## src/rtl/quad_mac_accumulator.sv

```systemverilog
// Four-lane signed multiply-accumulate. Each accepted group of four operand pairs is
// multiplied (S1), reduced through an adder tree (S2) and accumulated (S3). GROUP_LEN
// consecutive groups form one dot product, handed off through a one-entry output buffer.
// A full buffer that is not being drained stalls every stage.
module quad_mac_accumulator #(
    parameter int unsigned DATA_W    = 16,
    parameter int unsigned ACC_W     = 40,
    parameter int unsigned GROUP_LEN = 32
) (
    input  logic                     clk,
    input  logic                     reset,
    input  logic                     in_valid,
    output logic                     in_ready,
    input  logic signed [DATA_W-1:0] a0,
    input  logic signed [DATA_W-1:0] a1,
    input  logic signed [DATA_W-1:0] a2,
    input  logic signed [DATA_W-1:0] a3,
    input  logic signed [DATA_W-1:0] b0,
    input  logic signed [DATA_W-1:0] b1,
    input  logic signed [DATA_W-1:0] b2,
    input  logic signed [DATA_W-1:0] b3,
    input  logic                     done_n,
    output logic                     out_valid,
    input  logic                     out_ready,
    output logic signed [ACC_W-1:0]  out_data,
    output logic [15:0]              result_count,
    output logic                     overflow,
    output logic                     all_done
);

    localparam int unsigned PROD_W = 2 * DATA_W;
    localparam int unsigned SUM_W  = 2 * DATA_W + 2;
    localparam int unsigned GRP_W  = (GROUP_LEN > 1) ? $clog2(GROUP_LEN) : 1;

    // Group counter
    logic [GRP_W-1:0] grp_q, grp_d;

    // S1: products and tags
    logic                     s1_valid_q, s1_first_q, s1_last_q;
    logic signed [PROD_W-1:0] p0_q, p1_q, p2_q, p3_q;
    logic signed [PROD_W-1:0] p0_d, p1_d, p2_d, p3_d;

    // S2: reduced group sum, already sign-extended to the accumulator width
    logic                    s2_valid_q, s2_first_q, s2_last_q;
    logic signed [ACC_W-1:0] s2_sum_q, s2_sum_d;
    logic signed [SUM_W-1:0] tree_sum;

    // S3: accumulator
    logic                    s3_valid_q, s3_last_q;
    logic signed [ACC_W-1:0] acc_q, acc_d, acc_add;
    logic                    ovf_hit;

    // Output buffer and status
    logic                    out_valid_q, out_valid_d;
    logic signed [ACC_W-1:0] out_data_q, out_data_d;
    logic [15:0]             result_count_q, result_count_d;
    logic                    overflow_q, overflow_d;
    logic                    all_done_q, all_done_d;

    logic stall, accept, tag_first, tag_last, load, drained;

    // Handshake, next-state and datapath arithmetic
    always_comb begin
        stall     = out_valid_q & ~out_ready;
        accept    = in_valid & ~stall;
        tag_first = (grp_q == '0);
        tag_last  = (grp_q == GRP_W'(GROUP_LEN - 1));

        grp_d = grp_q;
        if (accept) begin
            grp_d = tag_last ? '0 : grp_q + 1'b1;
        end

        p0_d = PROD_W'(a0) * PROD_W'(b0);
        p1_d = PROD_W'(a1) * PROD_W'(b1);
        p2_d = PROD_W'(a2) * PROD_W'(b2);
        p3_d = PROD_W'(a3) * PROD_W'(b3);

        // Two extra bits make the four-way sum exact before widening.
        tree_sum = SUM_W'(p0_q) + SUM_W'(p1_q) + SUM_W'(p2_q) + SUM_W'(p3_q);
        s2_sum_d = ACC_W'(tree_sum);

        acc_add = acc_q + s2_sum_q;
        acc_d   = s2_first_q ? s2_sum_q : acc_add;
        // Signed overflow: like-signed operands producing an opposite-signed result.
        ovf_hit = s2_valid_q & ~s2_first_q & ~stall
                & (acc_q[ACC_W-1] == s2_sum_q[ACC_W-1])
                & (acc_add[ACC_W-1] != acc_q[ACC_W-1]);
        overflow_d = overflow_q | ovf_hit;

        load           = s3_valid_q & s3_last_q & ~stall;
        out_valid_d    = load | (out_valid_q & ~out_ready);
        out_data_d     = load ? acc_q : out_data_q;
        result_count_d = result_count_q + 16'(out_valid_q & out_ready);

        drained    = ~s1_valid_q & ~s2_valid_q & ~s3_valid_q & ~out_valid_q & (grp_q == '0);
        all_done_d = all_done_q | (~done_n & drained);
    end

    // Group counter advances once per accepted group
    always_ff @(posedge clk or negedge reset) begin
        if (!reset) begin
            grp_q <= '0;
        end else begin
            grp_q <= grp_d;
        end
    end

    // S1/S2 pipeline registers; everything holds while stalled
    always_ff @(posedge clk or negedge reset) begin
        if (!reset) begin
            s1_valid_q <= 1'b0;
            s1_first_q <= 1'b0;
            s1_last_q  <= 1'b0;
            p0_q       <= '0;
            p1_q       <= '0;
            p2_q       <= '0;
            p3_q       <= '0;
            s2_valid_q <= 1'b0;
            s2_first_q <= 1'b0;
            s2_last_q  <= 1'b0;
            s2_sum_q   <= '0;
        end else if (!stall) begin
            s1_valid_q <= accept;
            s1_first_q <= tag_first;
            s1_last_q  <= tag_last;
            p0_q       <= p0_d;
            p1_q       <= p1_d;
            p2_q       <= p2_d;
            p3_q       <= p3_d;
            s2_valid_q <= s1_valid_q;
            s2_first_q <= s1_first_q;
            s2_last_q  <= s1_last_q;
            s2_sum_q   <= s2_sum_d;
        end
    end

    // S3 accumulator: restarts on a first-tagged group, wraps on overflow
    always_ff @(posedge clk or negedge reset) begin
        if (!reset) begin
            s3_valid_q <= 1'b0;
            s3_last_q  <= 1'b0;
            acc_q      <= '0;
        end else if (!stall) begin
            s3_valid_q <= s2_valid_q;
            s3_last_q  <= s2_last_q;
            if (s2_valid_q) begin
                acc_q <= acc_d;
            end
        end
    end

    // Output buffer, result counter and sticky status flags
    always_ff @(posedge clk or negedge reset) begin
        if (!reset) begin
            out_valid_q    <= 1'b0;
            out_data_q     <= '0;
            result_count_q <= '0;
            overflow_q     <= 1'b0;
            all_done_q     <= 1'b0;
        end else begin
            out_valid_q    <= out_valid_d;
            out_data_q     <= out_data_d;
            result_count_q <= result_count_d;
            overflow_q     <= overflow_d;
            all_done_q     <= all_done_d;
        end
    end

    assign in_ready     = ~stall;
    assign out_valid    = out_valid_q;
    assign out_data     = out_data_q;
    assign result_count = result_count_q;
    assign overflow     = overflow_q;
    assign all_done     = all_done_q;

endmodule

```

## config.mk

```make
export PLATFORM = sky130hd
export DESIGN_NAME = quad_mac_accumulator
export DESIGN_NICKNAME = d
export VERILOG_FILES = /design/src/rtl/quad_mac_accumulator.sv
export SDC_FILE = /design/constraint.sdc
export NUM_CORES = 2
export LEC_CHECK = 0
export ABC_AREA = 1
export BUFFER_PORTS_ARGS = -buffer_cell sky130_fd_sc_hd__buf_2
export CAP_MARGIN = 0
export CORE_UTILIZATION = 55
export DETAILED_ROUTE_END_ITERATION = 8
export PLACE_DENSITY = 0.71
export SLEW_MARGIN = 20
export SYNTH_ARGS = -nofsm -noshare
export SYNTH_HDL_FRONTEND = slang
export SYNTH_SLANG_ARGS = --single-unit
export TNS_END_PERCENT = 20
```

## constraint.sdc

```tcl
create_clock -name clk -period 3.2 [get_ports clk]
set_clock_uncertainty 0.15 [all_clocks]
set_input_delay 0.16 -clock clk [delete_from_list [all_inputs] [get_ports clk]]
set_output_delay 0.16 -clock clk [all_outputs]
set_load 0.02 [all_outputs]
```

==> run summary <==
1st-iter DRT viols -> 3,236
Port Buf Inserts -> 192
Reg2reg end -> s2_sum_q[33]
Hold path cells -> 4
Setup slack, reg-to-reg -> -0.45 ns
Die Area -> 111,000 um2
Routed WL per cell -> 16.2 um
Worst Hold End -> p1_q[0]
CTS H-tree depth -> 1
Worst-path clk slew -> 0.06 ns
Violated checks -> negative setup slack
Initial antenna violation count -> 0
# DRC -> 0
Distinct cells, synth -> 46
Gate Count Post-Synth -> 8,095
Critical R2R Launch -> p2_q[0]
Critical Path Start Type -> input port
Non-Filler Instances -> 10,300
Clock sinks -> 274
Area occupied by multi-input gates -> 47,300 um2
Post-synth top flop -> dfrtp_1
Starting density of the core -> 55.8%
Total gr overflow -> 0
DIE HEIGHT -> 333 um
Status -> finished with violations
Placed insts -> 10,200
Fill cell count -> 8,884
Net count of the mapped netlist -> 9,747
Routed WL -> 167,000 um
Max Clk Rate -> 0.210 GHz
Chip width -> 333 um
Area growth syn-to-layout -> 23.1%
Commonest cells after routing, fill and taps aside -> nand2_1, inv_1, fa_1
RSZ-0062 raised after global routing -> yes
N_diodes -> 0
Kind of critical path -> in -> reg
Hold wc startpoint -> b1[0]
# rows -> 120
Required @ worst endpoint -> 3.53 ns
Via Count -> 52,500
Async SR Flop Fraction -> 100%
Vias per cell -> 5.09
Clk_lat worst skew -> 0.60 ns
Fin crit period -> 4.75 ns
First-pass GRT wire length -> 277,000 um
Final antenna-violating net count -> 0
Slew @ Worst Pin -> 1.03 ns
Clock Root Buffer -> clkbuf_16
Core area -> 108,000 um2
Sequential share of the synthesized area -> 11.4%
Drt first pass iters -> 6
Hold Path Class -> in -> reg
Largest net degree at the start of global routing -> 198
Cts bufs inserted -> 31
Crit-path max FO -> 6
Nets@finish -> 10,500
FF/Latch Area -> 6860 um2
Layout cells sized above 1 -> 20.6%
Ys Warns -> 0
Relative slew slack -> 31.5%
Detail Placement HPWL -> 139,000 um
Hold Vio Cnt, Final -> 0
Final setup fails -> 130
Final hold slack -> 0.0305 ns
Number of synthesized flops with an enable pin -> 0
Endpoint class of the critical path -> flip-flop
Vias in the first global route -> 55,200
Commonest non-fill, non-tap cell in the layout -> nand2_1
Setup TNS -> -142.52 ns
Clock tree buffer depth -> 3
Fin crit share -> 148%
Placer Congestion -> 0.960
Util after Layout -> 68.7%
Register bit total from synthesis -> 274
I/O pin cnt -> 193
Mean Syn Cell Area -> 7.42 um2
Reg2Reg Depth -> 17
Slew Limit Fails -> 0
GRT Util Overall -> 30.8%
MaxCap Viol Count -> 0
CTS tree -> built
Crit path DAT -> 5.08 ns
Synthesized cell area -> 60,100 um2
Fin worst setup slack -> -1.55 ns
logic make-up after synthesis:
| logic type | after synthesis | synth area share, % |
|---|---|---|
| adder cells (fa/ha/maj) | 1519 | 45.5 |
| buffers and inverters | 2467 | 15.5 |
| multiplexers | 13 | 0.244 |
| AO/OA/AOI/OAI | 477 | 4.28 |
| AND/OR/NAND/NOR | 3270 | 22.0 |
| XOR/XNOR | 75 | 1.09 |
| flip-flops | 274 | 11.4 |
through the flow:
stage / area, um2 / worst slack, ns
2_1_floorplan: 62100 / -1.90
3_3_place_gp: 68900 / -2.39
5_1_grt: 74000 / -1.75
6_report: 74000 / -1.55
3_5_place_dp: 68900 / -2.46
4_1_cts: 72200 / -1.57
what timing repair did:
item,4_1_cts,5_1_grt
hold buffers,10,0
hold endpoints to repair,289,0
buffers inserted,39,44
setup endpoints to repair,128,137
gates cloned,1,3
resized for setup,465,441
pin swaps,199,260
cell type report:
cell class                 instances  share of cell area, %
clock buffer                      40                   1.19
clock inverter                    17                  0.423
inverter                        2178                   11.1
multi-input combinational       5354                   63.9
sequential                       274                   9.27
tap                             1403                   2.37
timing repair buffer            1050                   11.7
flip-flops by register name, summed over array words and instances (netlist names), 5 cells and up:
name and flops:
acc_q 40, out_data 40, s2_sum_q 34, p0_q 32
p1_q 32, p2_q 32, p3_q 32, result_count 16
grp_q 5
how the worst max path moves through the flow:
stage | cells past startpoint | start | end | slack, ns
6_report | 22 | b2[15] | p2_q[19] | -1.55
2_1_floorplan | 24 | b1[3] | p1_q[26] | -1.90
4_1_cts | 25 | b0[15] | p0_q[29] | -1.57
3_3_place_gp | 25 | a1[15] | p1_q[22] | -2.39
5_1_grt | 23 | b0[3] | p0_q[31] | -1.75
3_5_place_dp | 25 | a1[15] | p1_q[22] | -2.46
worst max-delay path: stages:
cell	delay (ns)
buf_6	0.07
clkinvlp_4	0.13
buf_12	0.16
buf_8	0.12
nor2_4	0.08
fa_1	0.46
fa_1	0.54
fa_1	0.58
fa_2	0.45
fa_1	0.53
inv_2	0.04
fa_1	0.51
inv_2	0.05
ha_4	0.27
buf_4	0.15
nand3_4	0.12
nor2_1	0.06
nor2_1	0.09
nand2_1	0.07
or2_2	0.28
nand3_2	0.08
nand2_1	0.06
cells in the mapped netlist (2+ instances only):
cell type | count | share of area, %
o211ai_1 | 2 | 0.025
buf_2 | 18 | 0.15
o22ai_1 | 3 | 0.031
nand4_1 | 70 | 0.73
a31oi_1 | 6 | 0.062
o21ai_0 | 214 | 1.8
o31ai_1 | 9 | 0.11
o21ai_1 | 3 | 0.025
nand3b_1 | 19 | 0.24
nor4_1 | 2 | 0.021
a21o_1 | 6 | 0.075
nor2_2 | 2 | 0.021
nor3_1 | 38 | 0.32
a21oi_1 | 183 | 1.5
o21bai_1 | 25 | 0.31
nor3_2 | 7 | 0.12
ha_1 | 405 | 8.4
nand3_1 | 319 | 2.7
inv_2 | 3 | 0.019
nor2_1 | 335 | 2.1
or2_2 | 46 | 0.48
buf_1 | 8 | 0.050
o21a_1 | 16 | 0.20
and2_1 | 6 | 0.062
nand2_2 | 6 | 0.062
dfrtp_1 | 274 | 11
nand2_1 | 2413 | 15
a21boi_0 | 5 | 0.062
clkbuf_1 | 261 | 1.6
nand3_2 | 2 | 0.033
xnor2_1 | 41 | 0.60
o21ai_2 | 2 | 0.029
inv_1 | 2175 | 14
xor2_1 | 34 | 0.50
fa_1 | 1114 | 37
mux2_2 | 13 | 0.24
routing by layer:
layer	part of all wire, %	routed length (um)	global-route usage [%]	vias up
li1	-	-	-	25000
met1	43	71400	41.2	25700
met2	50	83500	54.5	1418
met3	4.7	7790	2.27	296
met4	2.5	4130	6.87	0
met5	0	0	0	-
Power is left out: the tool's default activity adds up to more than one toggle a clock period on the data nets, which glitch-free logic cannot reach.
